## src/rtl/rst_seq_gen.sv

```systemverilog
// rst_seq_gen: power-on / lock-driven reset sequencer.
// Waits for a stable PLL lock, releases the peripheral reset, then after a
// further delay releases the core reset and flags ready. Any lock loss or
// software reset request drops everything back to WAIT_LOCK.
//
// Optional build macro: RST_SEQ_LOSS_CNT_EN enables the saturating lock-loss
// counter on loss_cnt_o; without it loss_cnt_o is tied to 0.
//
// state      | meaning
// -----------+-------------------------------------------------------------
// WAIT_LOCK  | both resets asserted, waiting for synchronized lock
// STABLE     | lock seen, counting LOCK_STABLE_CYCLES of continuous lock
// PERIPH     | peripheral reset released, counting PERIPH_DELAY_CYCLES
// RUN        | both resets released, ready_o high

module rst_seq_gen #(
  parameter int unsigned LOCK_STABLE_CYCLES  = 64,
  parameter int unsigned PERIPH_DELAY_CYCLES = 8
) (
  input  logic       clk,
  input  logic       rst_n,
  input  logic       pll_locked_i,
  input  logic       soft_rst_i,
  output logic       periph_rst_n_o,
  output logic       sys_rst_n_o,
  output logic       ready_o,
  output logic [1:0] state_o,
  output logic [7:0] loss_cnt_o
);

  localparam logic [1:0] ST_WAIT_LOCK = 2'd0;
  localparam logic [1:0] ST_STABLE    = 2'd1;
  localparam logic [1:0] ST_PERIPH    = 2'd2;
  localparam logic [1:0] ST_RUN       = 2'd3;

  // Terminal counts: the counter runs 0..N-1 so each phase lasts exactly N cycles.
  localparam logic [15:0] STABLE_LAST = 16'(LOCK_STABLE_CYCLES - 1);
  localparam logic [15:0] PERIPH_LAST = 16'(PERIPH_DELAY_CYCLES - 1);

  logic        sync_q1;
  logic        locked_s;
  logic [1:0]  state_q;
  logic [1:0]  state_d;
  logic [15:0] cnt_q;
  logic [15:0] cnt_d;
  logic        abort;

  // Two-flop synchronizer for the asynchronous PLL lock indication.
  always_ff @(posedge clk or negedge rst_n) begin
    if (!rst_n) begin
      sync_q1  <= 1'b0;
      locked_s <= 1'b0;
    end else begin
      sync_q1  <= pll_locked_i;
      locked_s <= sync_q1;
    end
  end

  assign abort = !locked_s || soft_rst_i;

  // Next-state and counter decode; abort outranks every terminal-count exit.
  always_comb begin
    state_d = state_q;
    cnt_d   = cnt_q;
    case (state_q)
      ST_WAIT_LOCK: begin
        cnt_d = '0;
        if (locked_s && !soft_rst_i) state_d = ST_STABLE;
      end
      ST_STABLE: begin
        if (abort) begin
          state_d = ST_WAIT_LOCK;
          cnt_d   = '0;
        end else if (cnt_q == STABLE_LAST) begin
          state_d = ST_PERIPH;
          cnt_d   = '0;
        end else begin
          cnt_d = cnt_q + 16'd1;
        end
      end
      ST_PERIPH: begin
        if (abort) begin
          state_d = ST_WAIT_LOCK;
          cnt_d   = '0;
        end else if (cnt_q == PERIPH_LAST) begin
          state_d = ST_RUN;
          cnt_d   = '0;
        end else begin
          cnt_d = cnt_q + 16'd1;
        end
      end
      ST_RUN: begin
        cnt_d = '0;
        if (abort) state_d = ST_WAIT_LOCK;
      end
      default: begin
        state_d = ST_WAIT_LOCK;
        cnt_d   = '0;
      end
    endcase
  end

  // State, counter and outputs share one edge; outputs decode from state_d
  // so they change together with the state and never see inputs directly.
  always_ff @(posedge clk or negedge rst_n) begin
    if (!rst_n) begin
      state_q        <= ST_WAIT_LOCK;
      cnt_q          <= '0;
      periph_rst_n_o <= 1'b0;
      sys_rst_n_o    <= 1'b0;
      ready_o        <= 1'b0;
    end else begin
      state_q        <= state_d;
      cnt_q          <= cnt_d;
      periph_rst_n_o <= (state_d == ST_PERIPH) || (state_d == ST_RUN);
      sys_rst_n_o    <= (state_d == ST_RUN);
      ready_o        <= (state_d == ST_RUN);
    end
  end

  assign state_o = state_q;

`ifdef RST_SEQ_LOSS_CNT_EN
  logic       lock_loss;
  logic [7:0] loss_cnt_q;

  // Only lock-driven aborts count; soft resets are deliberate, not faults.
  assign lock_loss = (state_q != ST_WAIT_LOCK) && !locked_s;

  // Saturating lock-loss event counter.
  always_ff @(posedge clk or negedge rst_n) begin
    if (!rst_n) begin
      loss_cnt_q <= '0;
    end else if (lock_loss && (loss_cnt_q != 8'hFF)) begin
      loss_cnt_q <= loss_cnt_q + 8'd1;
    end
  end

  assign loss_cnt_o = loss_cnt_q;
`else
  assign loss_cnt_o = '0;
`endif

endmodule

```

## config.mk

```make
export PLATFORM = sky130hd
export DESIGN_NAME = rst_seq_gen
export DESIGN_NICKNAME = d
export VERILOG_FILES = /design/src/rtl/rst_seq_gen.sv
export SDC_FILE = /design/constraint.sdc
export NUM_CORES = 1
export LEC_CHECK = 0
export BUFFER_PORTS_ARGS = -buffer_cell sky130_fd_sc_hd__buf_4
export CAP_MARGIN = 20
export CELL_PAD_IN_SITES_DETAIL_PLACEMENT = 1
export CELL_PAD_IN_SITES_GLOBAL_PLACEMENT = 2
export CORE_ASPECT_RATIO = 1.5
export CORE_UTILIZATION = 38
export CTS_CLUSTER_SIZE = 12
export DETAILED_ROUTE_END_ITERATION = 12
export PLACE_DENSITY_LB_ADDON = 0.1
export SYNTH_ARGS = -nofsm -noshare
export SYNTH_HDL_FRONTEND = slang
export SYNTH_SLANG_ARGS = --single-unit
```

## constraint.sdc

```tcl
create_clock -name clk -period 2.81 [get_ports clk]
set_input_delay 0.281 -clock clk [delete_from_list [all_inputs] [get_ports clk]]
set_output_delay 0.281 -clock clk [all_outputs]
set_load 0.005 [all_outputs]
```

==> metrics.md, run 1 <==
| Metric | Value |
|---|---|
| Status | finished, final reports clean |
| Post-synth EDFFs | 0 |
| Met2 Wirelength | ~1200 um |
| Synth unique cells | 31 |
| DRC viols | 0 |
| Top-Level Pins | 17 |
| Layout cells sized above 1 | 17.2% |
| Seq/Total Area, Yosys | 45.8% |
| Final antenna-violating net count | 0 |
| Vias per Instance | approximately 5.1 |
| Critical-path top delay cell | a22oi_4 |
| Endpoint type of the worst setup path | register |
| Setup bufs post-CTS | 0 |
| Largest net degree at the start of global routing | 22 |
| Total Power | around 0.52 mW |
| Initial drt markers | 6 |
| Setup TNS | 0 ns |
| Number of H-tree levels | 1 |
| Fmax achieved | between 0.4 and 0.5 GHz |
| CP peak stage delay | 0.49 ns |
| Crit path max fanout | 16 |
| Drt total wl | about 2200 um |
| Ant. Diodes | 0 |
| Starting Density | 39.8% |
| PortBufs | 8 |
| Top FF cell, synth | dfrtp_1 |
| Final period util | a little under three quarters |
| Number of global-route vias before repair | 844 |
| Post-synthesis async set-or-reset flop share | between 90% and 100% |
| Post-DP HPWL | 1680 um |
| Die Wd | 46.9 um |
| Largest cells by area after synthesis | dfrtp_1 (46%), buf_4 (6.5%), xor2_1 (6.1%), nor2_1 (5.6%), nand4_1 (3.8%) |
| Max Slew Vio Count | 0 |
| Post-synth design cell area | 1150 um2 |
| TritonCTS Buffers | 3 |
| Worst skew pair latency | 0.27 ns |
| NumNets Final | 122 |
| Class of the worst hold path | primary input to register |
| RSZ-0062 raised after global routing | no |
| DR top layer | met4 |
| Clk sink count | 21 |
| Met3 routed wirelength | 51 um |
| Avg Inst Size Synth | 10.5 um2 |
| CTS max path bufs | 2 |
| Die Footprint | 3250 um2 |
| DRT Pass-1 Iters | 3 |
| Total leakage power | between 0.5 and 0.6 nW |
| Top-area cell type share of the netlist area | 45.8% |
| Post-synth top area cell | dfrtp_1 |
| Maxcap violations | 0 |
| Global-route wire length before repair | 3820 um |
| # setup viols final | 0 |
| Core Area | 2880 um2 |
| CP startpoint kind | register |
| Gr usage total | 16.4% |
| Worst-path cell chain | ha_1, nor3b_1, nand4_2, a22oi_4, nor2_1 |
| Crit path kind | register to register |
| Global route overflow | 0 |
| YS warnings | 0 |
| Wl on met1 | about 890 um |
| Instance count of the mapped netlist | 109 |
| Final hold viol count | 0 |
| Routability cong. | 0.776 |
| Cell Pwr Density | around 430 nW/um2 |
| Worst clock skew | 0.00750 ns |
| Row count | 24 |
| Post-route minimum period | ~2.0 ns |
| Clock root buffer master | clkbuf_8 |
| Synth Register Bits | 21 |
| WP data arrival | 2.13 ns |
| Initial antenna violation count | 0 |
| CTS clk-pin slew, worst paths | 0.08 ns |
| Die Span Y | 69.3 um |
| Via count | 797 |
| Peak VDD IR | 0.243 mV |
| WP data required | 2.94 ns |
| DR WL/cell | 14.3 um |
| P&R area growth vs syn | 6.43% |
| TritonCTS clock tree | yes |
-- synth_stat cells, types with 2 or more instances --
library cell,n
nor2_1,17
nor3_1,3
and4_1,2
nand2_1,4
nor4_2,2
buf_4,10
nand3_1,5
xnor2_1,5
dfrtp_1,21
xor2_1,8
nand4_1,7
nor4_1,3
nor3b_1,2
buf_6,2
and2_1,2
-- power breakdown --
part	total (mW)	switching (mW)	internal [mW]
sequential	0.306	0.00171	0.305
combinational	0.0204	0.0134	0.00700
clock	0.198	0.0986	0.0989
-- critical path: cells and delay by family, from the launching register on --
family | cells | cell delay, ns
compound gates | 1 | 0.49
fa+ha+maj | 1 | 0.38
flops | 1 | 0.42
simple gates | 3 | 0.57
-- layout by cell type (no fill, tap or decap), drive strengths merged --
cell / count
xor2: 8
a211oi: 1
nor3: 3
nand3b: 1
xnor2: 5
inv: 1
nand2: 5
conb: 8
buf: 8
clkbuf: 3
a21oi: 1
nand4: 8
or4: 1
o21ba: 1
and4: 2
clkinv: 1
ha: 1
o31ai: 1
nand2b: 1
dlygate4sd3: 1
nor2: 17
nor2b: 1
nor4b: 1
nor3b: 2
a22oi: 1
nor4: 5
nand3: 5
and2: 2
dfrtp: 21
-- registers in the layout (all words and copies together) (netlist names) --
name	flops
periph_rst_n_o	1
locked_s	1
sync_q1	1
cnt_q	16
state_o	1
ready_o	1
-- timing repair --
item	4_1_cts	5_1_grt
hold buffers	1	0
hold endpoints to repair	21	0
resized for setup	0	0
-- per-layer routing --
| metal | track usage, % | vias to the layer above |
|---|---|---|
| li1 | - | 376 |
| met1 | 19.2 | 396 |
| met2 | 25.9 | 16 |
| met3 | 2.34 | 9 |
| met4 | 11.1 | 0 |
| met5 | 0 | - |
-- path summary, 6_finish.rpt --
path	cells past startpoint	slack [ns]	to	startpoint
max	5	0.81	cnt_q[7]	cnt_q[0]
min	1	0.12	sync_q1	pll_locked_i
max reg2reg	5	0.81	cnt_q[7]	cnt_q[0]
min reg2reg	0	0.35	locked_s	sync_q1
max in group asynchronous	2	2.14	cnt_q[10]	rst_n
min in group asynchronous	2	0.45	cnt_q[3]	rst_n
-- area by class of cell --
class	count	area, um2
Clock inverter	1	5.00
Sequential cell	21	526
Inverter	1	3.75
Multi-Input combinational cell	81	527
Clock buffer	3	41.3
Fill cell	351	1660
Timing Repair Buffer	9	70.1
Tap cell	39	48.8
-- logic make-up after synthesis --
kind of cell / synth area share, %
flops: 45.8
fa+ha+maj: 1.09
buf+inv: 10.6
simple gates: 27.5
xor+xnor: 9.92
compound gates: 4.80
other cells: 0.327
-- through the flow --
step	hold WS (ns)	area [um2]	util (%)	std cells	setup slack (ns)
6_report	0.124	1220	42.4	155	0.806
5_1_grt	0.114	1220	42.4	155	0.588
4_1_cts	0.117	1220	42.4	155	0.765
3_5_place_dp	0.184	1160	40.4	150	0.765
3_3_place_gp	0.180	1160	40.4	150	0.872
2_1_floorplan	-0.0146	1170	-	116	1.12
Power figures use the tool's default switching activity.
==> run 2: changes to the inputs <==
--- a/config.mk
+++ b/config.mk
@@ -5,12 +5,13 @@
 export SDC_FILE = /design/constraint.sdc
 export NUM_CORES = 1
 export LEC_CHECK = 0
+export ABC_AREA = 1
 export BUFFER_PORTS_ARGS = -buffer_cell sky130_fd_sc_hd__buf_4
 export CAP_MARGIN = 20
 export CELL_PAD_IN_SITES_DETAIL_PLACEMENT = 1
 export CELL_PAD_IN_SITES_GLOBAL_PLACEMENT = 2
 export CORE_ASPECT_RATIO = 1.5
-export CORE_UTILIZATION = 38
+export CORE_UTILIZATION = 33
 export CTS_CLUSTER_SIZE = 12
 export DETAILED_ROUTE_END_ITERATION = 12
 export PLACE_DENSITY_LB_ADDON = 0.1
==> constraint.sdc (replaced) <==
create_clock -name clk -period 1.9 [get_ports clk]
set_input_delay 0.19 -clock clk [delete_from_list [all_inputs] [get_ports clk]]
set_output_delay 0.19 -clock clk [all_outputs]
set_load 0.005 [all_outputs]
==> metrics.md, run 2 <==
| Metric | Value |
|---|---|
| Status | finished, final reports clean |
| Top-Level Pins | 17 (unchanged) |
| Layout cells sized above 1 | 19.6% (+2.3 points) |
| Endpoint type of the worst setup path | register |
| Most frequent cell after synthesis | nand2_1 |
| CTS max path bufs | 2 (unchanged) |
| Avg Inst Size Synth | 7.92 um2 (-25%) |
| Vias per Instance | 4.61 (-10%) |
| Fmax achieved | 0.615 GHz (+23%) |
| Final hold viol count | 0 (unchanged) |
| TritonCTS clock tree | yes |
| Initial drt markers | 11 (+5) |
| NumNets Final | 185 (+52%) |
| TritonCTS Buffers | 3 (unchanged) |
| Starting Density | 34.3% (-5.5 points) |
| Synth unique cells | 29 (-6.5%) |
| Largest reg by FF count | cnt_q |
| WHS | 0.0298 ns (-0.0940 ns) |
| Number of global-route vias before repair | 1090 (+29%) |
| Fin area | 1450 um2 (+19%) |
| Number of H-tree levels | 1 (unchanged) |
| Post-synthesis async set-or-reset flop share | 100% (unchanged) |
| WP data arrival | 1.75 ns (-0.38 ns) |
| Post-synth EDFFs | 0 (unchanged) |
| Largest net degree at the start of global routing | 22 (unchanged) |
| Most instantiated cells after synthesis | nand2_1 (42), inv_1 (22), dfrtp_1 (21) |
| Via count | 1033 (+30%) |
| Core Area | 3920 um2 (+36%) |
| Final period util | 85.5% (+14 points) |
| Worst clock skew | 0.00543 ns (-0.00206 ns) |
| Top-area cell type share of the netlist area | 39.0% (-6.8 points) |
| Routability cong. | 0.738 (-4.8%) |
| Worst skew pair latency | 0.26 ns (about the same) |
| Global route overflow | 0 (unchanged) |
| WP data required | 2.02 ns (-0.92 ns) |
| Top FF cell, synth | dfrtp_1 |
| DR WL/cell | 13.2 um (-8.1%) |
| Cell Pwr Density | 549 nW/um2 (+28%) |
| Synth Register Bits | 21 (unchanged) |
| Total leakage power | 0.716 nW (+34%) |
| Setup bufs post-CTS | 0 (unchanged) |
| Clock root buffer master | clkbuf_8 |
| CTS clk-pin slew, worst paths | 0.08 ns (about the same) |
| Ant. Diodes | 0 (unchanged) |
| Reg2Reg Depth | 6 (+1) |
| # setup viols final | 0 (unchanged) |
| Post-route minimum period | 1.63 ns (-0.379 ns) |
| Final std cells w/o fill | 224 (+45%) |
| Global-route wire length before repair | 4880 um (+28%) |
| Crit path kind | register to register |
| Row count | 28 (+17%) |
| DRC viols | 0 (unchanged) |
| RSZ-0062 raised after global routing | no |
| Post-synth design cell area | 1350 um2 (+17%) |
| YS warnings | 0 (unchanged) |
| Final antenna-violating net count | 0 (unchanged) |
| Hold Path Depth | 1 (unchanged) |
| Most common cell after layout, fill and taps aside | nand2_1 |
| Drt total wl | 2950 um (+33%) |
| CTS resizes | 0 (unchanged) |
| DRT Pass-1 Iters | 3 (unchanged) |
| Peak VDD IR | 0.389 mV (+60%) |
| Post-synth top area cell | dfrtp_1 |
| Commonest non-fill, non-tap cells in the layout | nand2_1 (42), inv_1 (22), dfrtp_1 (21), nor2_1 (17), nand3_1 (12) |
| Crit path max fanout | 15 (-1) |
| Die Footprint | 4340 um2 (+34%) |
| Initial antenna violation count | 0 (unchanged) |
| Instance count of the mapped netlist | 170 (+56%) |
| Clk sink count | 21 (unchanged) |
| Placed cell areas | 1390 um2 (+19%) |
| Seq/Total Area, Yosys | 39.0% (-6.8 points) |
| CP startpoint kind | register |
| Setup TNS | 0 ns (unchanged) |
| Max reg flops | 16 (unchanged) |
| Max Slew Vio Count | 0 (unchanged) |
| PortBufs | 8 (unchanged) |
| Die Span Y | 80.2 um (+16%) |
| Post-DP HPWL | 2380 um (+41%) |
| Largest cells by area after synthesis | dfrtp_1 (39%), nand2_1 (12%), inv_1 (6.1%), a21oi_2 (5.9%), buf_4 (5.6%) |
| Gr usage total | 15.7% (-0.70 points) |
| P&R area growth vs syn | 7.62% |
| Maxcap violations | 0 (unchanged) |
| Placed cell count | 219 (+46%) |
| Class of the worst hold path | primary input to register |
| Die Wd | 54.2 um (+16%) |
==> run 2: cell count changes in the layout (fill, tap and decap cells not counted), moves of 4 or more <==
cell     previous run  this run
a21oi_1             0         4
a21oi_2             1         9
inv_1               1        22
nand2_1             4        42
nand3_1             5        12
xor2_1              8         3
==> run 2: where the power goes <==
| part | leakage, nW | internal [mW] | switching (mW) | total, mW |
|---|---|---|---|---|
| Clock | 0.0217 | 0.148 | 0.149 | 0.297 |
| Combinational | 0.406 | 0.0144 | 0.0298 | 0.0442 |
| Sequential | 0.288 | 0.451 | 0.00396 | 0.455 |
==> run 2: area by class of cell <==
class                   instances  area [um2]
inverters                      23        91.3
clock inverters                 1        7.51
flip-flops and latches         21         526
well taps                      45        56.3
repair buffers                 10        77.6
fillers                       488        2470
clock buffers                   3        41.3
multi-input cells             121         649
==> run 2: per-layer routing <==
metal / track usage, % / share of wire (%)
met4: 6.15 / 0.71
met5: 0 / 0
met3: 1.14 / 1.1
met2: 29.5 / 56
met1: 16.9 / 42
==> run 2: repair_timing <==
action | in CTS | in global routing
endpoints found under the hold margin | 21 | 0
hold buffers | 1 | 0
setup endpoints to repair | 0 | 0
==> run 2: logic make-up after synthesis <==
logic type                 share of synthesized area [%]
and+or+nand+nor                                     31.3
DFF                                                 39.0
AOI/OAI and AO/OA                                   9.85
xor gates and xnor gates                            3.90
adders and majority gates                          0.929
other                                              0.279
buffers and inverters                               14.7
==> run 2: path summary, 6_finish.rpt <==
check	start	to	slack (ns)
hold reg to reg	sync_q1	locked_s	0.37
setup / recovery	cnt_q[0]	cnt_q[1]	0.27
min in group asynchronous	rst_n	sync_q1	0.34
hold / removal	pll_locked_i	sync_q1	0.03
setup reg to reg	cnt_q[0]	cnt_q[1]	0.27
max in group asynchronous	rst_n	cnt_q[12]	1.34
==> run 2: through the flow <==
stage | power (mW) | util (%) | setup slack, ns
floorplan | 0.502 | - | 0.492
global placement | 0.507 | 35.4 | 0.354
detailed placement | 0.508 | 35.4 | 0.259
CTS | 0.814 | 36.9 | 0.250
global route | 0.835 | 36.9 | 0.111
finish | 0.796 | 36.9 | 0.275
==> run 2: worst max-delay path, stage by stage (launching register included) <==
cell and delay (ns):
dfrtp_1 0.40, ha_1 0.25, inv_1 0.09, nor3_4 0.27
nand2_2 0.12, nand2_4 0.22, a21boi_0 0.13
==> run 3: changes to the inputs <==
--- a/config.mk
+++ b/config.mk
@@ -15,6 +15,7 @@
 export CTS_CLUSTER_SIZE = 12
 export DETAILED_ROUTE_END_ITERATION = 12
 export PLACE_DENSITY_LB_ADDON = 0.1
+export RECOVER_POWER = 50
 export SYNTH_ARGS = -nofsm -noshare
 export SYNTH_HDL_FRONTEND = slang
 export SYNTH_SLANG_ARGS = --single-unit
==> metrics.md, run 3 (synthesis results as in run 2) <==
| Metric | Value |
|---|---|
| Status | finished, final reports clean |
| Maxcap violations | 0 (unchanged) |
| Die Span Y | 80.2 um (unchanged) |
| Reg area | 526 um2 (unchanged) |
| Number of H-tree levels | 1 (unchanged) |
| Sequential share of power | 57.3% (about the same) |
| HP Start | pll_locked_i |
| Worst relative slew slack | 24.3% |
| Core Area | 3920 um2 (unchanged) |
| R2r endpoint | cnt_q[1] |
| WHS | 0.0515 ns (+0.0217 ns) |
| Routability cong. | 0.738 (unchanged) |
| WP data required | 2.02 ns (about the same) |
| WP data arrival | 1.75 ns (about the same) |
| Row count | 28 (unchanged) |
| CTS clk-pin slew, worst paths | 0.08 ns (about the same) |
| Switching share of power | 23.0% (about the same) |
| Total leakage power | 0.712 nW (-0.53%) |
| Clk pwr share | 37.3% (about the same) |
| Final hold viol count | 0 (unchanged) |
| # setup viols final | 0 (unchanged) |
| Top-Level Pins | 17 (unchanged) |
| Final setup margin | 0.275 ns (+0.00000800 ns) |
| Final antenna-violating net count | 0 (unchanged) |
| Clk sink count | 21 (unchanged) |
| Pre-CTS setup slack | 0.259 ns (unchanged) |
| Initial antenna violation count | 0 (unchanged) |
| Sw power | 0.182 mW (about the same) |
| Register-to-register setup slack | 0.27 ns (about the same) |
| Starting Density | 34.3% (unchanged) |
| Worst hold endpoint | sync_q1 |
| CTS resizes | 0 (unchanged) |
| Gr usage total | 15.7% (unchanged) |
| Worst clock skew | 0.00539 ns (-0.0000428 ns) |
| Global route overflow | 0 (unchanged) |
| Hold_buf cts | 1 (unchanged) |
| Setup TNS | 0 ns (unchanged) |
| P_int | 0.612 mW (-0.17%) |
| DRT Pass-1 Iters | 3 (unchanged) |
| Largest net degree at the start of global routing | 22 (unchanged) |
| Class of the worst hold path | primary input to register |
| Die Wd | 54.2 um (unchanged) |
| Final period util | 85.5% (about the same) |
| Reg2Reg Depth | 6 (unchanged) |
| Fmax achieved | 0.615 GHz (about the same) |
| Hold Path Depth | 1 (unchanged) |
| Drt total wl | 2950 um (unchanged) |
| Worst Max-Slew Pin Slew | between 1 and 1.5 ns |
| Cell Pwr Density | 550 nW/um2 (+0.11%) |
| Largest reg by FF count | cnt_q |
| TritonCTS Buffers | 3 (unchanged) |
| Post-route minimum period | 1.63 ns (-0.00000800 ns) |
| Multi-input logic area | 649 um2 (unchanged) |
| Clock root buffer master | clkbuf_8 |
| Layout cells sized above 1 | 19.0% (-0.56 points) |
| Worst skew pair latency | 0.26 ns (about the same) |
| FILL cells | 490 (+0.41%) |
| TritonCTS clock tree | yes |
| Max Slew Vio Count | 0 (unchanged) |
| Post-DP HPWL | 2380 um (unchanged) |
| Commonest non-fill, non-tap cells in the layout | nand2_1 (42), inv_1 (22), dfrtp_1 (21), nor2_1 (17), nand3_1 (12) |
| Crit path kind | register to register |
| Ant. Diodes | 0 (unchanged) |
| PortBufs | 8 (unchanged) |
| DR WL/cell | 13.2 um (unchanged) |
| Die Footprint | 4340 um2 (unchanged) |
| Endpoint type of the worst setup path | register |
| Initial drt markers | 11 (unchanged) |
| P&R area growth vs syn | 7.34% |
| Vias per Instance | 4.61 (unchanged) |
| Max reg flops | 16 (unchanged) |
| Via count | 1033 (unchanged) |
| Most common cell after layout, fill and taps aside | nand2_1 |
| CTS max path bufs | 2 (unchanged) |
| Peak VDD IR | 0.389 mV (about the same) |
| Crit path max fanout | 15 (unchanged) |
| FF-to-FF Start | cnt_q[0] |
| NumNets Final | 185 (unchanged) |
| RSZ-0062 raised after global routing | no |
| Number of global-route vias before repair | 1090 (unchanged) |
| Setup bufs post-CTS | 0 (unchanged) |
| Global-route wire length before repair | 4880 um (unchanged) |
| DRC viols | 0 (unchanged) |
| CP startpoint kind | register |
| Combinational share of power | 5.4% (-0.2 points) |
run 3: changes by cell type in the layout (fill, tap and decap cells not counted), sizes merged:
cell / change
buf: -2
clkbuf: +2
run 3: power by group through the flow:
stage / Sequential, mW / Combinational [mW] / Clock [mW]
floorplan: 0.464 / 0.0378 / 0
global placement: 0.464 / 0.0430 / 0
detailed placement: 0.464 / 0.0438 / 0
CTS: 0.455 / 0.0453 / 0.314
global route: 0.456 / 0.0491 / 0.329
finish: 0.455 / 0.0431 / 0.297
run 3: cell type report:
class	instances	share of cell area (%)
Clock buffer	3	2.86
Inverter	23	6.32
Sequential cell	21	36.4
Timing Repair Buffer	10	5.11
Clock inverter	1	0.519
Tap cell	45	3.90
Multi-Input combinational cell	121	44.9
run 3: routing by layer:
metal | wire [um] | global-route usage, %
met1 | 1250 | 16.9
met2 | 1640 | 29.5
met3 | 32 | 1.14
met4 | 21 | 6.15
met5 | 0 | 0
run 3: worst max path at each step:
stage                         from         end  slack [ns]  depth (start not counted)
final                     cnt_q[0]    cnt_q[1]        0.27                          6
after global routing      cnt_q[0]    cnt_q[1]        0.11                          6
after CTS                 cnt_q[0]    cnt_q[1]        0.25                          6
after detailed placement  cnt_q[0]    cnt_q[1]        0.26                          6
after global placement    cnt_q[0]    cnt_q[1]        0.35                          6
after floorplan           cnt_q[0]  state_o[0]        0.49                          7
run 3: critical path, stage by stage, from the launching register on:
cell,delay (ns)
dfrtp_1,0.40
ha_1,0.25
inv_1,0.09
nor3_4,0.27
nand2_2,0.12
nand2_4,0.22
a21boi_0,0.13
run 3: through the flow:
| stage | total power [mW] | util, % | cells | instance area, um2 |
|---|---|---|---|---|
| 3_3_place_gp | 0.507 | 35.4 | 219 | 1390 |
| 6_report | 0.795 | 36.8 | 224 | 1450 |
| 4_1_cts | 0.814 | 36.9 | 224 | 1450 |
| 5_1_grt | 0.834 | 36.8 | 224 | 1450 |
| 3_5_place_dp | 0.508 | 35.4 | 219 | 1390 |
| 2_1_floorplan | 0.502 | - | 177 | 1370 |
